===== config.mk =====
export PLATFORM = sky130hd
export DESIGN_NAME = fetch_sequencer_flat
export DESIGN_NICKNAME = d
export VERILOG_FILES = /design/src/rtl/fetch_pkg.sv /design/src/rtl/fetch_sequencer_if.sv /design/src/rtl/fetch_sequencer_pc_selector.sv /design/src/rtl/fetch_sequencer.sv /design/src/flat_wrapper.sv
export SDC_FILE = /design/constraint.sdc
export NUM_CORES = 1
export LEC_CHECK = 0
export ABC_AREA = 0
export ABC_CLOCK_PERIOD_IN_PS = 3050
export BUFFER_PORTS_ARGS = -buffer_cell sky130_fd_sc_hd__buf_4
export CORE_ASPECT_RATIO = 0.8
export CORE_MARGIN = 10
export CORE_UTILIZATION = 52
export CTS_CLUSTER_DIAMETER = 40
export DETAILED_ROUTE_END_ITERATION = 8
export MAX_ROUTING_LAYER = met4
export PLACE_DENSITY = 0.88
export SYNTH_ARGS = -nofsm -noshare
export SYNTH_HDL_FRONTEND = slang
export SYNTH_SLANG_ARGS = --single-unit

===== constraint.sdc =====
create_clock -name clk -period 3.05 [get_ports clk]
set_input_delay 0.1525 -clock clk [delete_from_list [all_inputs] [get_ports clk]]
set_output_delay 0.1525 -clock clk [all_outputs]
set_load 0.02 [all_outputs]

===== src/rtl/fetch_pkg.sv =====
// Shared types and constants for the instruction-fetch sequencer.
package fetch_pkg;

  typedef enum logic [1:0] {
    RESET_S = 2'd0,
    FETCH   = 2'd1,
    EXEC    = 2'd2,
    HALTED  = 2'd3
  } fetch_state_t;

  localparam logic [1:0] PC_SRC_JALR   = 2'b00;
  localparam logic [1:0] PC_SRC_JAL    = 2'b01;
  localparam logic [1:0] PC_SRC_BRANCH = 2'b10;
  localparam logic [1:0] PC_SRC_SEQ    = 2'b11;

  function automatic logic misaligned(input logic [31:0] addr);
    return (addr[1:0] != 2'b00);
  endfunction

endpackage


===== src/rtl/fetch_sequencer_if.sv =====
// Instruction-memory request/ready handshake between the fetch sequencer and imem.
interface fetch_sequencer_if;
  logic        imem_req;
  logic [31:0] imem_addr;
  logic        imem_ready;
  logic [31:0] imem_rdata;

  modport master (output imem_req, output imem_addr, input imem_ready, input imem_rdata);
  modport slave  (input imem_req, input imem_addr, output imem_ready, output imem_rdata);
endinterface


===== src/rtl/fetch_sequencer_pc_selector.sv =====
// Combinational next-PC mux; JALR low-bit clearing is done by the caller.
module pc_selector
  import fetch_pkg::*;
(
  input  logic [31:0] pc,
  input  logic [1:0]  pc_src,
  input  logic [31:0] rs1,
  input  logic [31:0] imm,
  input  logic [31:0] alu_result,
  output logic [31:0] pc_next
);

  // Select the successor PC from the execute-stage control.
  always_comb begin
    pc_next = pc + 32'd4;
    case (pc_src)
      PC_SRC_JALR:   pc_next = rs1 + imm;
      PC_SRC_JAL:    pc_next = pc + imm;
      PC_SRC_BRANCH: pc_next = (alu_result == 32'd1) ? (pc + imm) : (pc + 32'd4);
      PC_SRC_SEQ:    pc_next = pc + 32'd4;
      default:       pc_next = pc + 32'd4;
    endcase
  end

endmodule


===== src/rtl/fetch_sequencer.sv =====
// Multi-cycle fetch controller owning the architectural PC.
// Optional feature: MISALIGN_TRAP_EN redirects misaligned commit targets to TRAP_VECTOR.
module fetch_sequencer
  import fetch_pkg::*;
#(
  parameter logic [31:0] RESET_PC    = 32'h0000_0000,
  parameter logic [31:0] TRAP_VECTOR = 32'h0000_0010,
  parameter int          CNT_W       = 32
) (
  input  logic                clk,
  input  logic                rst_n,
  fetch_sequencer_if.master   imem,
  output logic [31:0]         instr,
  output logic                instr_valid,
  input  logic                exec_done,
  input  logic [1:0]          pc_src,
  input  logic [31:0]         rs1,
  input  logic [31:0]         imm,
  input  logic [31:0]         alu_result,
  input  logic                halt,
  output logic [31:0]         pc,
  output logic [31:0]         pc_plus4,
  output logic [CNT_W-1:0]    retired,
  output logic                halted,
  output logic                trap
);

  fetch_state_t      state_r;
  logic [31:0]       pc_r;
  logic [31:0]       instr_r;
  logic [CNT_W-1:0]  retired_r;
  logic              halt_q_r;
  logic              req_r;
  logic              valid_r;
  logic              halted_r;
  logic              trap_r;

  logic [31:0]       sel_pc_s;
  logic [31:0]       target_s;
  logic [31:0]       commit_pc_s;
  logic              trap_s;

  pc_selector u_pc_selector (
    .pc         (pc_r),
    .pc_src     (pc_src),
    .rs1        (rs1),
    .imm        (imm),
    .alu_result (alu_result),
    .pc_next    (sel_pc_s)
  );

  // Resolve the committed PC, including JALR LSB clear and the optional trap redirect.
  always_comb begin
    target_s = (pc_src == PC_SRC_JALR) ? {sel_pc_s[31:1], 1'b0} : sel_pc_s;
`ifdef MISALIGN_TRAP_EN
    trap_s      = misaligned(target_s);
    commit_pc_s = trap_s ? TRAP_VECTOR : target_s;
`else
    trap_s      = 1'b0;
    commit_pc_s = target_s;
`endif
  end

  // Fetch/execute FSM with registered handshake and status outputs.
  always_ff @(posedge clk) begin
    if (!rst_n) begin
      state_r   <= RESET_S;
      pc_r      <= RESET_PC;
      instr_r   <= 32'h0000_0000;
      retired_r <= '0;
      halt_q_r  <= 1'b0;
      req_r     <= 1'b0;
      valid_r   <= 1'b0;
      halted_r  <= 1'b0;
      trap_r    <= 1'b0;
    end else begin
      trap_r <= 1'b0;
      case (state_r)
        RESET_S: begin
          state_r <= FETCH;
          req_r   <= 1'b1;
        end
        FETCH: begin
          if (imem.imem_ready) begin
            instr_r <= imem.imem_rdata;
            state_r <= EXEC;
            req_r   <= 1'b0;
            valid_r <= 1'b1;
          end
        end
        EXEC: begin
          if (exec_done) begin
            pc_r      <= commit_pc_s;
            retired_r <= retired_r + {{(CNT_W-1){1'b0}}, 1'b1};
            trap_r    <= trap_s;
            valid_r   <= 1'b0;
            halt_q_r  <= 1'b0;
            // A halt seen at any point during EXEC takes effect at this commit.
            if (halt || halt_q_r) begin
              state_r  <= HALTED;
              halted_r <= 1'b1;
            end else begin
              state_r <= FETCH;
              req_r   <= 1'b1;
            end
          end else begin
            halt_q_r <= halt_q_r | halt;
          end
        end
        HALTED: begin
          state_r <= HALTED;
        end
        default: begin
          state_r  <= RESET_S;
          req_r    <= 1'b0;
          valid_r  <= 1'b0;
          halted_r <= 1'b0;
        end
      endcase
    end
  end

  assign imem.imem_req  = req_r;
  assign imem.imem_addr = pc_r;
  assign instr          = instr_r;
  assign instr_valid    = valid_r;
  assign pc             = pc_r;
  assign pc_plus4       = pc_r + 32'd4;
  assign retired        = retired_r;
  assign halted         = halted_r;
  assign trap           = trap_r;

endmodule


===== src/flat_wrapper.sv =====
// flat-port wrapper written by rule: the top's interface ports become plain ports
module fetch_sequencer_flat import fetch_pkg::*;
#(
  parameter logic [31:0] RESET_PC    = 32'h0000_0000,
  parameter logic [31:0] TRAP_VECTOR = 32'h0000_0010,
  parameter int          CNT_W       = 32
)
  (clk, rst_n, instr, instr_valid, exec_done, pc_src, rs1, imm, alu_result, halt, pc, pc_plus4, retired, halted, trap, imem_imem_req, imem_imem_addr, imem_imem_ready, imem_imem_rdata);
  fetch_sequencer_if imem_i ();
  input  logic clk;
  input  logic rst_n;
  output logic [31:0] instr;
  output logic instr_valid;
  input  logic exec_done;
  input  logic [1:0] pc_src;
  input  logic [31:0] rs1;
  input  logic [31:0] imm;
  input  logic [31:0] alu_result;
  input  logic halt;
  output logic [31:0] pc;
  output logic [31:0] pc_plus4;
  output logic [CNT_W-1:0] retired;
  output logic halted;
  output logic trap;
  output wire logic [$bits(imem_i.imem_req)-1:0] imem_imem_req;
  output wire logic [$bits(imem_i.imem_addr)-1:0] imem_imem_addr;
  input wire logic [$bits(imem_i.imem_ready)-1:0] imem_imem_ready;
  input wire logic [$bits(imem_i.imem_rdata)-1:0] imem_imem_rdata;
  assign imem_imem_req = imem_i.imem_req;
  assign imem_imem_addr = imem_i.imem_addr;
  assign imem_i.imem_ready = imem_imem_ready;
  assign imem_i.imem_rdata = imem_imem_rdata;
  fetch_sequencer #(.RESET_PC(RESET_PC), .TRAP_VECTOR(TRAP_VECTOR), .CNT_W(CNT_W)) u_core (.clk(clk), .rst_n(rst_n), .imem(imem_i), .instr(instr), .instr_valid(instr_valid), .exec_done(exec_done), .pc_src(pc_src), .rs1(rs1), .imm(imm), .alu_result(alu_result), .halt(halt), .pc(pc), .pc_plus4(pc_plus4), .retired(retired), .halted(halted), .trap(trap));
endmodule

# Word level (Yosys, flattened, before mapping)

Cells that the tools add are included.

Bits in registers: 102
Bits in latches: 0
Bits in writable memories: 0
Memory bits (read-only): 0
Word-level logic and storage cells: 49
Memories kept: 0

Add/sub/neg operators: 4
$mul: 0
Div/mod/pow operators: 0
Magnitude comparators: 0
Eq/ne operators: 10
Shift operators: 0
Multiplexer cells: 15
Bitwise operators: 1
Reductions and logical operators: 11

Operator list:

| kind                                                                    | count |
|---|---|
| 32-bit case mux with 4 select lines                                     | 1 |
| 32-bit adder                                                            | 2 |
| 32-bit by 1-bit adder with 32-bit output (second input constant)        | 1 |
| 32-bit by 3-bit adder with 32-bit output (second input constant)        | 1 |
| 32-bit by 1-bit equality test with 1-bit output (second input constant) | 1 |
| 32-bit two-way mux                                                      | 1 |
| 2-bit equality test (second input constant)                             | 4 |
| 2-bit case mux with 4 select lines                                      | 1 |
| 1-bit two-way mux                                                       | 7 |
| 2-bit two-way mux                                                       | 3 |
| 2-bit inequality test (second input constant)                           | 3 |
| 2-bit AND reduction                                                     | 3 |
| 3-bit AND reduction                                                     | 2 |
| 2-bit by 1-bit equality test with 1-bit output (second input constant)  | 2 |
| 2-bit logical NOT                                                       | 2 |
| 4-bit AND reduction                                                     | 1 |
| 1-bit case mux with 3 select lines                                      | 1 |
| 3-bit nonzero test                                                      | 1 |
| 1-bit case mux with 2 select lines                                      | 1 |
| 2-bit nonzero test                                                      | 1 |
| 1-bit logical OR                                                        | 1 |
| 1-bit OR                                                                | 1 |

# Depth between registers and ports, before layout

Word-level depth: 4
Mapped depth: 12

# Modules after synthesis

From an unflattened synthesis, not the netlist that was laid out.

Cell total of the unflattened synthesis: 1259
Area, all modules: 9232.6 um2

Modules (own cells, without submodules):

| module          | instances | cells an instance | area an instance (um2) | sequential area each (um2) |
|---|---|---|---|---|
| fetch_sequencer | 1         | 605               | 4755.8                 | 2042.0 |
| pc_selector     | 1         | 654               | 4476.8                 | 0.0 |

# Worst setup path after synthesis

Ideal clock, no wire load.

Kind: register to register
Start: reg u_core.pc_r[0] (netlist: u_core.imem.imem_addr[0])
End: reg u_core.pc_r[30] (netlist: u_core.imem.imem_addr[30])
Arrival: 2815 ps
Required time: 2973 ps
Setup slack: 158 ps
Stages on the path, launching flop included: 13
Buffers on the path: 0
Period minus slack after synthesis: 2892 ps
Path through: dfxtp_1 ha_1 inv_1 fa_1 and2b_1 o2111a_1 o21ai_0 o211ai_2 a21oi_2 o21ai_2 a311oi_2 or3_2 a41oi_2

Word-level cells in the longest chain between the ends: 3
Elaborated cells between the ends (all ways): 4
Those cells by class: add/sub (2); mux (2)

RTL lines:

| what                                                                            | line                                                                                                    | RTL |
|---|---|---|
| start: declaration                                                              | fetch_sequencer.sv:29                                                                                   | `logic [31:0] pc_r;` |
| start signal: assignment                                                        | fetch_sequencer.sv:93                                                                                   | `pc_r <= commit_pc_s;` |
| 32-bit by 3-bit adder with 32-bit output / 32-bit adder (equally long branches) | fetch_sequencer_pc_selector.sv:19, fetch_sequencer_pc_selector.sv:20, fetch_sequencer_pc_selector.sv:18 |  |
| 32-bit two-way mux                                                              | fetch_sequencer_pc_selector.sv:19                                                                       | `PC_SRC_BRANCH: pc_next = (alu_result == 32'd1) ? (pc + imm) : (pc + 32'd4);` |
| 32-bit case mux with 4 select lines *                                           | fetch_sequencer_pc_selector.sv:16                                                                       | `case (pc_src)` |

Every way passes the cells marked *; elsewhere a longest branch is shown, timed or not.
A chain may end at the register's enable or synchronous reset.

# Final worst setup path

Same ends and word-level chain as after synthesis.

==> results.md <==
* Chip width at approximately 160 um
* Hpwl dp at 24.9 mm
* Net Count, Synth at 1,299
* Worst rel slew slack at 42.3%
* Syn avg cell area at roughly 7.7 um2
* Clk sinks at 102
* IR drop worst, VDD at 0.310 mV
* Status: complete, no violations
* Max-cap violation count at 0
* Fin nets at 1,559
* Std-Cell Rows at around 40
* Setup TNS at 0 ns
* Largest net degree at the start of global routing at 51
* Async set-reset flop share out of synthesis at 0%
* Clock tree from TritonCTS: done
* Post-synth top area share at 24.0%
* H-Tree Depth at 3
* Starting Density at 53.5%
* Share of cells above drive strength 1 at between 20% and 30%
* Ratio of final minimum period to clock period at 98.2%
* Hold Fails Final Rpt at 0
* Die area at ~22,000 um2
* Vias at 9,364
* Hold buffers post-CTS at 0
* Mapped Area at 8500 um2
* Post-synth top area cell: dfxtp_1
* Most frequent cells in the layout: buf_4 (330), nand2_1 (153), a21oi_1 (113), dfxtp_1 (100), nor2_1 (66)
* Vias/cell at between 5 and 6
* Number of port buffers at 297
* Area Overhead vs Synth at 29.7%
* Synth warn at 0
* Max Freq at 0.334 GHz
* Clock slew at reported path FFs at about 0.080 ns
* Worst Setup Start Kind: register
* Worst Max-Slew Pin Slew at roughly 0.86 ns
* Min-Delay Path Class: in2reg
* Critical path type: reg2reg
* Clock Skew at 0.0101 ns
* CP Capture Type: register
* # IOs at 299
* Fin crit period at 3.00 ns
* Min Hold Slack at 0.0512 ns
* Final ANT Viol Nets at 0
* Worst-skew pair later-pin latency at 0.34 ns
* Die outline height at 134 um
* Syn Inst Count at 1,098
* Number of buffers created by CTS at 9
* Peak fanout along the critical path at 4
* Commonest non-fill, non-tap cell in the layout: buf_4
* Wirelength per Cell at 19.9 um
* DRC violation count after routing at 0
* Multi-input logic area at 5870 um2
* Drt first pass iters at 5
* Gr ovfl total at 0
* DR iter-0 viols at 921
* LEAKAGE at 5.13 nW
* Root buf cell: clkbuf_16
* Initial antenna violation count at 0
* FF+latch area at approximately 2000 um2
* CTS Buffer Depth at 2
* Global Route Usage Sum at around 27%
* #FFs+latches synth at about 100
* Power Density at ~340 nW/um2
* Post-synth cell types at 90
* Max-slew violation count at 0
* FILL cells at 1,345
* Sequential area share after synthesis at 24.0%
* Final Power at 3.74 mW
* Final Routed Wirelength at 31.3 mm
* Synth top area cells: dfxtp_1 (24%), ha_1 (9.4%), nand2_1 (6.8%)
* Critical Path AT at 3.26 ns
* N_diodes at 0
* Routability cong. at 0.976
* CP Data Required Time at 3.31 ns
* Core Box Area at 15,900 um2
* Ys flop type: dfxtp_1
* Vias in the first global route at 8,997
* First-pass GRT wire length at 47.6 mm
* Number of synthesized flops with an enable pin at 0
* # setup viols final at 0
==> metal layers <==
metal | vias to the layer above | wire, um | global-route usage (%)
met2 | 468 | 14600 | 43.6
met1 | 4374 | 13500 | 34.5
met5 | - | 0 | -
met3 | 47 | 2570 | 4.71
met4 | 0 | 625 | 6.85
li1 | 4475 | - | -
==> through the flow <==
stage	worst slack, ns	util (%)	instances	area (um2)
global route	-0.0421	69.4	1577	11000
CTS	0.0420	69.1	1573	11000
floorplan	0.158	-	1098	8500
detailed placement	0.116	67.3	1558	10700
global placement	0.189	67.3	1558	10700
finish	0.0550	69.4	1577	11000
==> state kept, by name, indices dropped and copies added (netlist names) <==
signal	count
u_core.instr	32
u_core.state_r	2
u_core.imem.imem_req	1
u_core.halt_q_r	1
u_core.halted	1
u_core.retired	32
u_core.instr_valid	1
u_core.imem.imem_addr	32
==> synth_stat cells (3+ instances only) <==
cell type and number:
nor2b_1 10, nor3_1 13, ha_1 64, and2_1 8, a211oi_1 12, a221oi_1 24
and3_1 22, dfxtp_1 102, and4_1 5, xor2_1 44, a311oi_1 3, a31oi_1 7
mux2i_1 3, inv_1 22, clkbuf_1 28, o21a_1 12, nor4_1 11, nand4_1 20
a21boi_0 4, a21oi_1 113, o2111a_1 3, or2_2 5, nand2_1 153, o31a_1 3
a221o_1 3, nor2_1 68, a21o_1 29, o22ai_1 4, o21ai_1 4, clkbuf_8 6
o31ai_1 5, o211ai_1 3, buf_4 35, o21bai_1 7, o21ai_0 62, nand3_1 31
xnor2_1 60, or3_1 8, nand2b_1 8, buf_2 8
==> cell type report <==
cell class                      count  share of cell area, %
Clock buffer                        9                   2.04
Clock inverter                      6                  0.499
Inverter                           23                  0.783
Multi-Input combinational cell    892                   53.2
Sequential cell                   102                   18.5
Tap cell                          215                   2.44
Timing Repair Buffer              330                   22.5
==> worst max-delay path, stage by stage (launching register included) <==
cell      delay [ns]
dfxtp_2         0.33
ha_2            0.19
inv_1           0.06
fa_1            0.39
and2b_1         0.25
o2111a_2        0.23
o21ai_1         0.11
o211ai_2        0.32
a21oi_2         0.12
o21ai_2         0.18
a311oi_2        0.12
or3_2           0.45
a41oi_2         0.17
==> path summary, 6_finish.rpt <==
path	startpoint	endpoint	slack, ns	depth (start not counted)
worst max register to register	u_core.imem.imem_addr[0]	u_core.imem.imem_addr[30]	0.05	12
worst min-delay path	imem_imem_rdata[10]	u_core.instr[10]	0.05	3
worst max-delay path	u_core.imem.imem_addr[0]	u_core.imem.imem_addr[30]	0.05	12
worst min register to register	u_core.instr[0]	u_core.instr[0]	0.46	2
==> report_power, final <==
part | switching, mW | total [mW] | internal [mW] | leakage, nW
Sequential | 0.0431 | 1.42 | 1.37 | 0.828
Combinational | 0.684 | 1.20 | 0.520 | 4.17
Clock | 0.553 | 1.12 | 0.568 | 0.132
Total | 1.28 | 3.74 | 2.46 | 5.13
==> cell families after synthesis <==
group | synth area share [%]
AO/OA/AOI/OAI | 25.8
XOR/XNOR | 10.7
adder cells (fa/ha/maj) | 9.89
buffers and inverters | 7.12
flip-flops | 24.0
multiplexers | 0.353
other | 0.0441
AND/OR/NAND/NOR | 22.1
==> timing repair <==
item                                    in CTS  in global routing
endpoints found under the setup margin       0                  3
buffers inserted                             0                  4
resized for setup                            0                  7
endpoints found under the hold margin        0                  0
No activity file was read; power rests on OpenSTA's default activity.
